$ cat src/rtl/rggen_avalon_adapter.sv
// rggen_avalon_adapter: Avalon-MM slave front end for rggen register blocks.
// Accepts one Avalon transfer at a time, drives it onto the rggen register
// bus and returns the result as a pipelined Avalon response.
// Optional feature macro: RGGEN_AVALON_ADAPTER_TIMEOUT_EN. When it is defined,
// a BUSY watchdog forces a SLVERR completion after TIMEOUT_CYCLES cycles.
module rggen_avalon_adapter #(
  parameter int ADDRESS_WIDTH  = 8,
  parameter int BUS_WIDTH      = 32,
  parameter int TIMEOUT_CYCLES = 256
) (
  input  logic                     i_clk,
  input  logic                     i_rst_n,
  input  logic                     i_read,
  input  logic                     i_write,
  input  logic [ADDRESS_WIDTH-1:0] i_address,
  input  logic [BUS_WIDTH/8-1:0]   i_byteenable,
  input  logic [BUS_WIDTH-1:0]     i_writedata,
  output logic                     o_waitrequest,
  output logic                     o_readdatavalid,
  output logic                     o_writeresponsevalid,
  output logic [1:0]               o_response,
  output logic [BUS_WIDTH-1:0]     o_readdata,
  output logic                     o_bus_valid,
  output logic [1:0]               o_bus_access,
  output logic [ADDRESS_WIDTH-1:0] o_bus_address,
  output logic [BUS_WIDTH-1:0]     o_bus_write_data,
  output logic [BUS_WIDTH/8-1:0]   o_bus_strobe,
  input  logic                     i_bus_ready,
  input  logic [1:0]               i_bus_status,
  input  logic [BUS_WIDTH-1:0]     i_bus_read_data
);

  localparam logic [1:0] RGGEN_READ  = 2'b10;
  localparam logic [1:0] RGGEN_WRITE = 2'b11;
  localparam logic [1:0] RESP_SLVERR = 2'b10;

  // The watchdog counter is 16 bits wide, so the threshold must fit in it.
  if (TIMEOUT_CYCLES < 1 || TIMEOUT_CYCLES > 65535) begin : g_bad_timeout
    $error("rggen_avalon_adapter: TIMEOUT_CYCLES out of range 1..65535");
  end

  typedef enum logic {
    IDLE = 1'b0,
    BUSY = 1'b1
  } state_t;

  state_t r_state;
  state_t w_next_state;
  logic   w_accept;
  logic   w_done;
  logic   w_timeout;
  logic   w_complete;

  logic                     r_readdatavalid;
  logic                     r_writeresponsevalid;
  logic [1:0]               r_response;
  logic [BUS_WIDTH-1:0]     r_readdata;
  logic [1:0]               r_bus_access;
  logic [ADDRESS_WIDTH-1:0] r_bus_address;
  logic [BUS_WIDTH-1:0]     r_bus_write_data;
  logic [BUS_WIDTH/8-1:0]   r_bus_strobe;

`ifdef RGGEN_AVALON_ADAPTER_TIMEOUT_EN
  localparam logic [15:0] TIMEOUT_LAST = 16'(TIMEOUT_CYCLES - 1);

  logic [15:0] r_timeout_cnt;

  // Ready in the expiry cycle takes priority, so expiry requires !i_bus_ready.
  assign w_timeout = (r_state == BUSY) && !i_bus_ready && (r_timeout_cnt == TIMEOUT_LAST);

  // Watchdog: cleared on accept, counts each BUSY cycle spent waiting for ready.
  always_ff @(posedge i_clk or negedge i_rst_n) begin
    if (!i_rst_n) begin
      r_timeout_cnt <= '0;
    end else if (w_accept) begin
      r_timeout_cnt <= '0;
    end else if ((r_state == BUSY) && !i_bus_ready) begin
      r_timeout_cnt <= r_timeout_cnt + 16'd1;
    end
  end
`else
  assign w_timeout = 1'b0;
`endif

  // State register.
  always_ff @(posedge i_clk or negedge i_rst_n) begin
    if (!i_rst_n) begin
      r_state <= IDLE;
    end else begin
      r_state <= w_next_state;
    end
  end

  // Next-state decode: accept only in IDLE, leave BUSY on ready or expiry.
  always_comb begin
    w_next_state = r_state;
    w_accept     = 1'b0;
    w_done       = 1'b0;
    w_complete   = 1'b0;
    case (r_state)
      IDLE: begin
        if (i_read || i_write) begin
          w_accept     = 1'b1;
          w_next_state = BUSY;
        end
      end
      BUSY: begin
        w_done     = i_bus_ready;
        w_complete = i_bus_ready || w_timeout;
        if (w_complete) begin
          w_next_state = IDLE;
        end
      end
      default: w_next_state = IDLE;
    endcase
  end

  // Capture the accepted request; it stays frozen on the rggen bus while BUSY.
  always_ff @(posedge i_clk or negedge i_rst_n) begin
    if (!i_rst_n) begin
      r_bus_access     <= RGGEN_READ;
      r_bus_address    <= '0;
      r_bus_write_data <= '0;
      r_bus_strobe     <= '0;
    end else if (w_accept) begin
      r_bus_access     <= i_write ? RGGEN_WRITE : RGGEN_READ;
      r_bus_address    <= i_address;
      r_bus_write_data <= i_writedata;
      r_bus_strobe     <= i_byteenable;
    end
  end

  // Response path: one-cycle completion pulse, status and read data held after it.
  always_ff @(posedge i_clk or negedge i_rst_n) begin
    if (!i_rst_n) begin
      r_readdatavalid      <= 1'b0;
      r_writeresponsevalid <= 1'b0;
      r_response           <= 2'b00;
      r_readdata           <= '0;
    end else begin
      r_readdatavalid      <= w_complete && (r_bus_access == RGGEN_READ);
      r_writeresponsevalid <= w_complete && (r_bus_access == RGGEN_WRITE);
      if (w_done) begin
        r_response <= i_bus_status;
        if (r_bus_access == RGGEN_READ) begin
          r_readdata <= i_bus_read_data;
        end
      end else if (w_timeout) begin
        r_response <= RESP_SLVERR;
        if (r_bus_access == RGGEN_READ) begin
          r_readdata <= '0;
        end
      end
    end
  end

  assign o_waitrequest        = (r_state == BUSY);
  assign o_bus_valid          = (r_state == BUSY);
  assign o_readdatavalid      = r_readdatavalid;
  assign o_writeresponsevalid = r_writeresponsevalid;
  assign o_response           = r_response;
  assign o_readdata           = r_readdata;
  assign o_bus_access         = r_bus_access;
  assign o_bus_address        = r_bus_address;
  assign o_bus_write_data     = r_bus_write_data;
  assign o_bus_strobe         = r_bus_strobe;

endmodule

$ cat config.mk
export PLATFORM = sky130hd
export DESIGN_NAME = rggen_avalon_adapter
export DESIGN_NICKNAME = d
export VERILOG_FILES = /design/src/rtl/rggen_avalon_adapter.sv
export SDC_FILE = /design/constraint.sdc
export NUM_CORES = 1
export LEC_CHECK = 0
export BUFFER_PORTS_ARGS = -buffer_cell sky130_fd_sc_hd__buf_4
export CAP_MARGIN = 20
export CORE_MARGIN = 8
export CORE_UTILIZATION = 45
export CTS_BUF_LIST = sky130_fd_sc_hd__clkbuf_4
export CTS_CLUSTER_DIAMETER = 30
export DETAILED_ROUTE_END_ITERATION = 10
export GPL_TIMING_DRIVEN = 0
export PLACE_DENSITY = 0.79
export SYNTH_ARGS = -nofsm -noshare
export SYNTH_HDL_FRONTEND = slang
export SYNTH_SLANG_ARGS = --single-unit
$ cat constraint.sdc
create_clock -name i_clk -period 1.6 [get_ports i_clk]
set_input_delay 0.16 -clock i_clk [delete_from_list [all_inputs] [get_ports i_clk]]
set_output_delay 0.16 -clock i_clk [all_outputs]
set_load 0.01 [all_outputs]
# After elaboration in Yosys (flattened, before gate mapping)
# Index checks and enable logic that the tools add are counted.
[word_totals]
regBits = 83
in_bits = 83
out_inout_bits = 84
wordCells = 22
[op_classes]
eq_ne = 2
mux = 6
bitwise_logic = 1
n_reduce_logical = 4
[ops]
columns = ["cell", "n"]
rows = [
  ["$mux 1", 5],
  ["$eq 2x2->1 const B", 2],
  ["$logic_and 1x1->1", 2],
  ["$pmux 1 s2", 1],
  ["$reduce_and 2->1", 1],
  ["$logic_or 1x1->1", 1],
  ["$not 1->1", 1],
]

# Logic depth before layout (Yosys ltp)
[depth]
ltp_word = 3
ltp_mapped = 3
depth_no_buf = 2

# Worst setup path after synthesis
# No wires, ideal clock.
[synth_path]
path_kind = "reg2reg"
from = "register r_state (netlist: o_bus_valid)"
to = "register r_bus_address[1] (netlist: o_bus_address[1])"
setup_ns = 0.125
arrival_time_ns = 1.259
required_ns = 1.475
setup_slack_ns = 0.216
path_stages_with_launch = 4
path_buffers = 1
period_less_slack_ns = 1.384
cell_sequence = "dfrtp_1 -> o21bai_4 -> buf_12 -> mux2_4"
[synth_via]
elab_chain_len = 1
[synth_lines]
columns = ["item", "line_no", "rtl"]
rows = [
  ["start, declared", "47", "state_t r_state;"],
  ["start signal, assigned", "90", "r_state <= w_next_state;"],
  ["$mux 1", "100", "case (r_state)"],
  ["end signal, assigned", "127", "r_bus_address <= i_address;"],
  ["end, declared", "59", "logic [ADDRESS_WIDTH-1:0] r_bus_address;"],
]
# No other way between the ends.
# A chain may end at the register's enable or synchronous reset.

# Worst setup path after layout
[layout_path]
from = "input i_read"
to = "register r_bus_write_data[2] (netlist: o_bus_write_data[2])"
[layout_via]
elab_chain_len = 3
[layout_lines]
columns = ["item", "line_no", "rtl"]
rows = [
  ["start, declared", "13", "input logic i_read,"],
  ["$logic_or 1x1->1", "102", "if (i_read || i_write) begin"],
  ["$mux 1", "102", ""],
  ["$mux 1", "100", ""],
  ["end signal, assigned", "128", "r_bus_write_data <= i_writedata;"],
  ["end, declared", "60", "logic [BUS_WIDTH-1:0] r_bus_write_data;"],
]
# No other way between the ends.

==> metrics.txt <==
run status finished, final reports clean; Area Growth Syn to Fin 70.6%; critical path startpoint category primary input; Data required, critical path around 1.9 ns; largest net degree at the start of global routing 83; number of setup buffers added after CTS 0; cell types with the largest area share after synthesis sky130_fd_sc_hd__dfrtp_1 62%, sky130_fd_sc_hd__mux2_4 18%, sky130_fd_sc_hd__mux2_2 12%, sky130_fd_sc_hd__buf_12 2.4%, sky130_fd_sc_hd__buf_6 1.0%; total power of the final layout 0.00668 W; skew final 0.00745 ns; maximum vdd ir drop 0.000720 V; critical path class in -> reg; share of total power in the clock network 16.6%; final WL 9.38 mm; post-route minimum period roughly 1.5 ns; aggregate global-route resource usage 18.5%; width of the chip 102 um; share of total power in combinational logic 38.7%; number of pins exceeding their max-slew limit in the final report 0; final setup vio count 0; H-tree depth reported by CTS 3; number of buffer cells added on primary ports 165; number of distinct library cells after synthesis 16; fraction of the yosys area taken by sequential cells between 60% and 70%; insertion delay of the later-clocked pin in the worst-skew pair 0.38 ns; utilization of the core after routing 78.3%; RSZ-0062 raised after global routing false; type of the tightest min-delay check in -> reg; power density relative to cell area 1190 mW/mm2; Synth warnings 0; cell area reported after detailed placement 0.00466 mm2; initial antenna violation count 0; Longest Clk Path Bufs 2; Yosys reg bits just over 80; cell area after layout 0.00562 mm2; most common cell after layout, fill and taps aside sky130_fd_sc_hd__buf_4; grt ovf 0; layout cells sized above 1 60.3%; wire length of the first global-routing pass 14.6 mm; highest fanout seen on the critical path 10; placeable core area 0.00718 mm2; area share of the largest cell type after synthesis 62.3%; FFs w/ async S/R, synth between 90% and 100%; clock slew at the register clock pins of the worst setup and hold paths 0.12 ns; final weighted congestion of routability-driven global placement 0.714; clock tree from TritonCTS built; DIE AREA 0.0103 mm2; Maximum Capacitance Violations 0; worst hold slack across all endpoints 0.0428 ns; combined area of all synthesized cells approximately 0.0033 mm2; post-synthesis instance total 179; switching share of total power 28.9%; endpoint type of the worst setup path register; setup TNS after final layout 0 ns; power share of the sequential group 44.7%; worst path arrival time around 1.8 ns; final hold vios 0; buffer type at the clock tree root sky130_fd_sc_hd__clkbuf_4; library cell with the largest summed area after synthesis sky130_fd_sc_hd__dfrtp_1; Antenna diodes 0; static leakage 2.81 nW; number of search-and-repair iterations in the first detailed-routing pass 3; Inserted Clock Buffers 9; prevailing post-synth register cell sky130_fd_sc_hd__dfrtp_1; timing-limited maximum frequency 0.683 GHz; DRC errors left 0; # nets final 520; 1st-iter DRT viols 30; antenna violation net count after detailed routing 0; number of sinks on the clock net 82; Post-synth EDFFs 0; period utilization between 90% and 100%; Vias 2448; total nets after synthesis ~260; highest-count cells in the layout ignoring fill and taps 167 x sky130_fd_sc_hd__buf_4, 81 x sky130_fd_sc_hd__dlygate4sd3_1, 81 x sky130_fd_sc_hd__dfrtp_1; drt via density 4.53; internal power about 0.0047 W; Starting Density between 40% and 50%; number of global-route vias before repair roughly 2900; Detailed Place HPWL 6.08 mm; P_sw 0.00193 W; synthesized area per cell 18.4 um2; wire per inst ~17 um; FP Rows 31; num ports 167; die extent in y 102 um
worst paths after layout:
path                                      from             endpoint  slack, ns  cells after the start
worst min register to register  o_readdata[11]       o_readdata[11]       0.52                      1
max in group asynchronous              i_rst_n          o_bus_valid       0.76                      3
worst max-delay path                    i_read  o_bus_write_data[2]       0.14                      5
worst min-delay path                   i_write      o_bus_access[0]       0.04                      2
worst max register to register     o_bus_valid          o_bus_valid       0.14                      2
min in group asynchronous              i_rst_n      o_bus_strobe[0]       0.24                      2
area by class of cell:
cell class	instances	area, um2
Fill cell	418	1560
Timing Repair Buffer	247	2080
Sequential cell	82	2050
Clock buffer	10	75.1
Inverter	2	7.51
Multi-Input combinational cell	86	1100
Tap cell	99	124
Clock inverter	5	46.3
Buffer	9	129
Yosys cell counts, types with 2 or more instances:
cell / n
sky130_fd_sc_hd__buf_4: 2
sky130_fd_sc_hd__buf_6: 3
sky130_fd_sc_hd__mux2_1: 2
sky130_fd_sc_hd__buf_12: 4
sky130_fd_sc_hd__inv_1: 2
sky130_fd_sc_hd__mux2_2: 36
sky130_fd_sc_hd__mux2_4: 40
sky130_fd_sc_hd__dfrtp_1: 82
state kept, by name, summed over array words and instances (netlist names):
| name | flops |
|---|---|
| o_bus_strobe | 4 |
| o_response | 2 |
| o_readdatavalid | 1 |
| o_bus_address | 8 |
| o_bus_write_data | 32 |
| o_readdata | 32 |
| o_bus_valid | 1 |
| o_writeresponsevalid | 1 |
| o_bus_access | 1 |
stage by stage:
stage	setup slack (ns)	cells
floorplan	0.216	179
global placement	0.139	443
detailed placement	0.112	443
CTS	0.0379	539
global route	0.0963	540
finish	0.136	540
timing repair:
item | 4_1_cts | 5_1_grt
gates resized for setup | 0 | 1
endpoints found under the hold margin | 161 | 0
endpoints found under the setup margin | 0 | 1
hold buffers | 81 | 0
power by group through the flow:
| stage | clock [W] | sequential (W) | combinational [W] |
|---|---|---|---|
| after floorplan | 0 | 0.00325 | 0.000839 |
| after global routing | 0.00123 | 0.00306 | 0.00276 |
| final | 0.00111 | 0.00298 | 0.00259 |
| after detailed placement | 0 | 0.00300 | 0.00243 |
| after CTS | 0.00115 | 0.00296 | 0.00259 |
| after global placement | 0 | 0.00297 | 0.00238 |
cell families after synthesis:
logic type	Yosys count	synth area share, %
flops	82	62.3
mux	78	31.2
buf+inv	11	4.14
simple gates	4	1.10
compound gates	3	1.10
other cells	1	0.114
layer usage:
metal  up-vias  track usage, %  wire, um
met5         -               0         0
met4         0            6.99       162
met3        11            6.46       884
met2        96            33.0      4960
met1      1201            19.6      3380
li1       1140               -         -
critical path, cell delays in order:
cell and delay, ns:
sky130_fd_sc_hd__dlygate4sd3_1 0.55, sky130_fd_sc_hd__buf_4 0.15, sky130_fd_sc_hd__o21bai_4 0.36, sky130_fd_sc_hd__buf_12 0.21, sky130_fd_sc_hd__mux2_4 0.31
(Power assumes the default switching activity.)
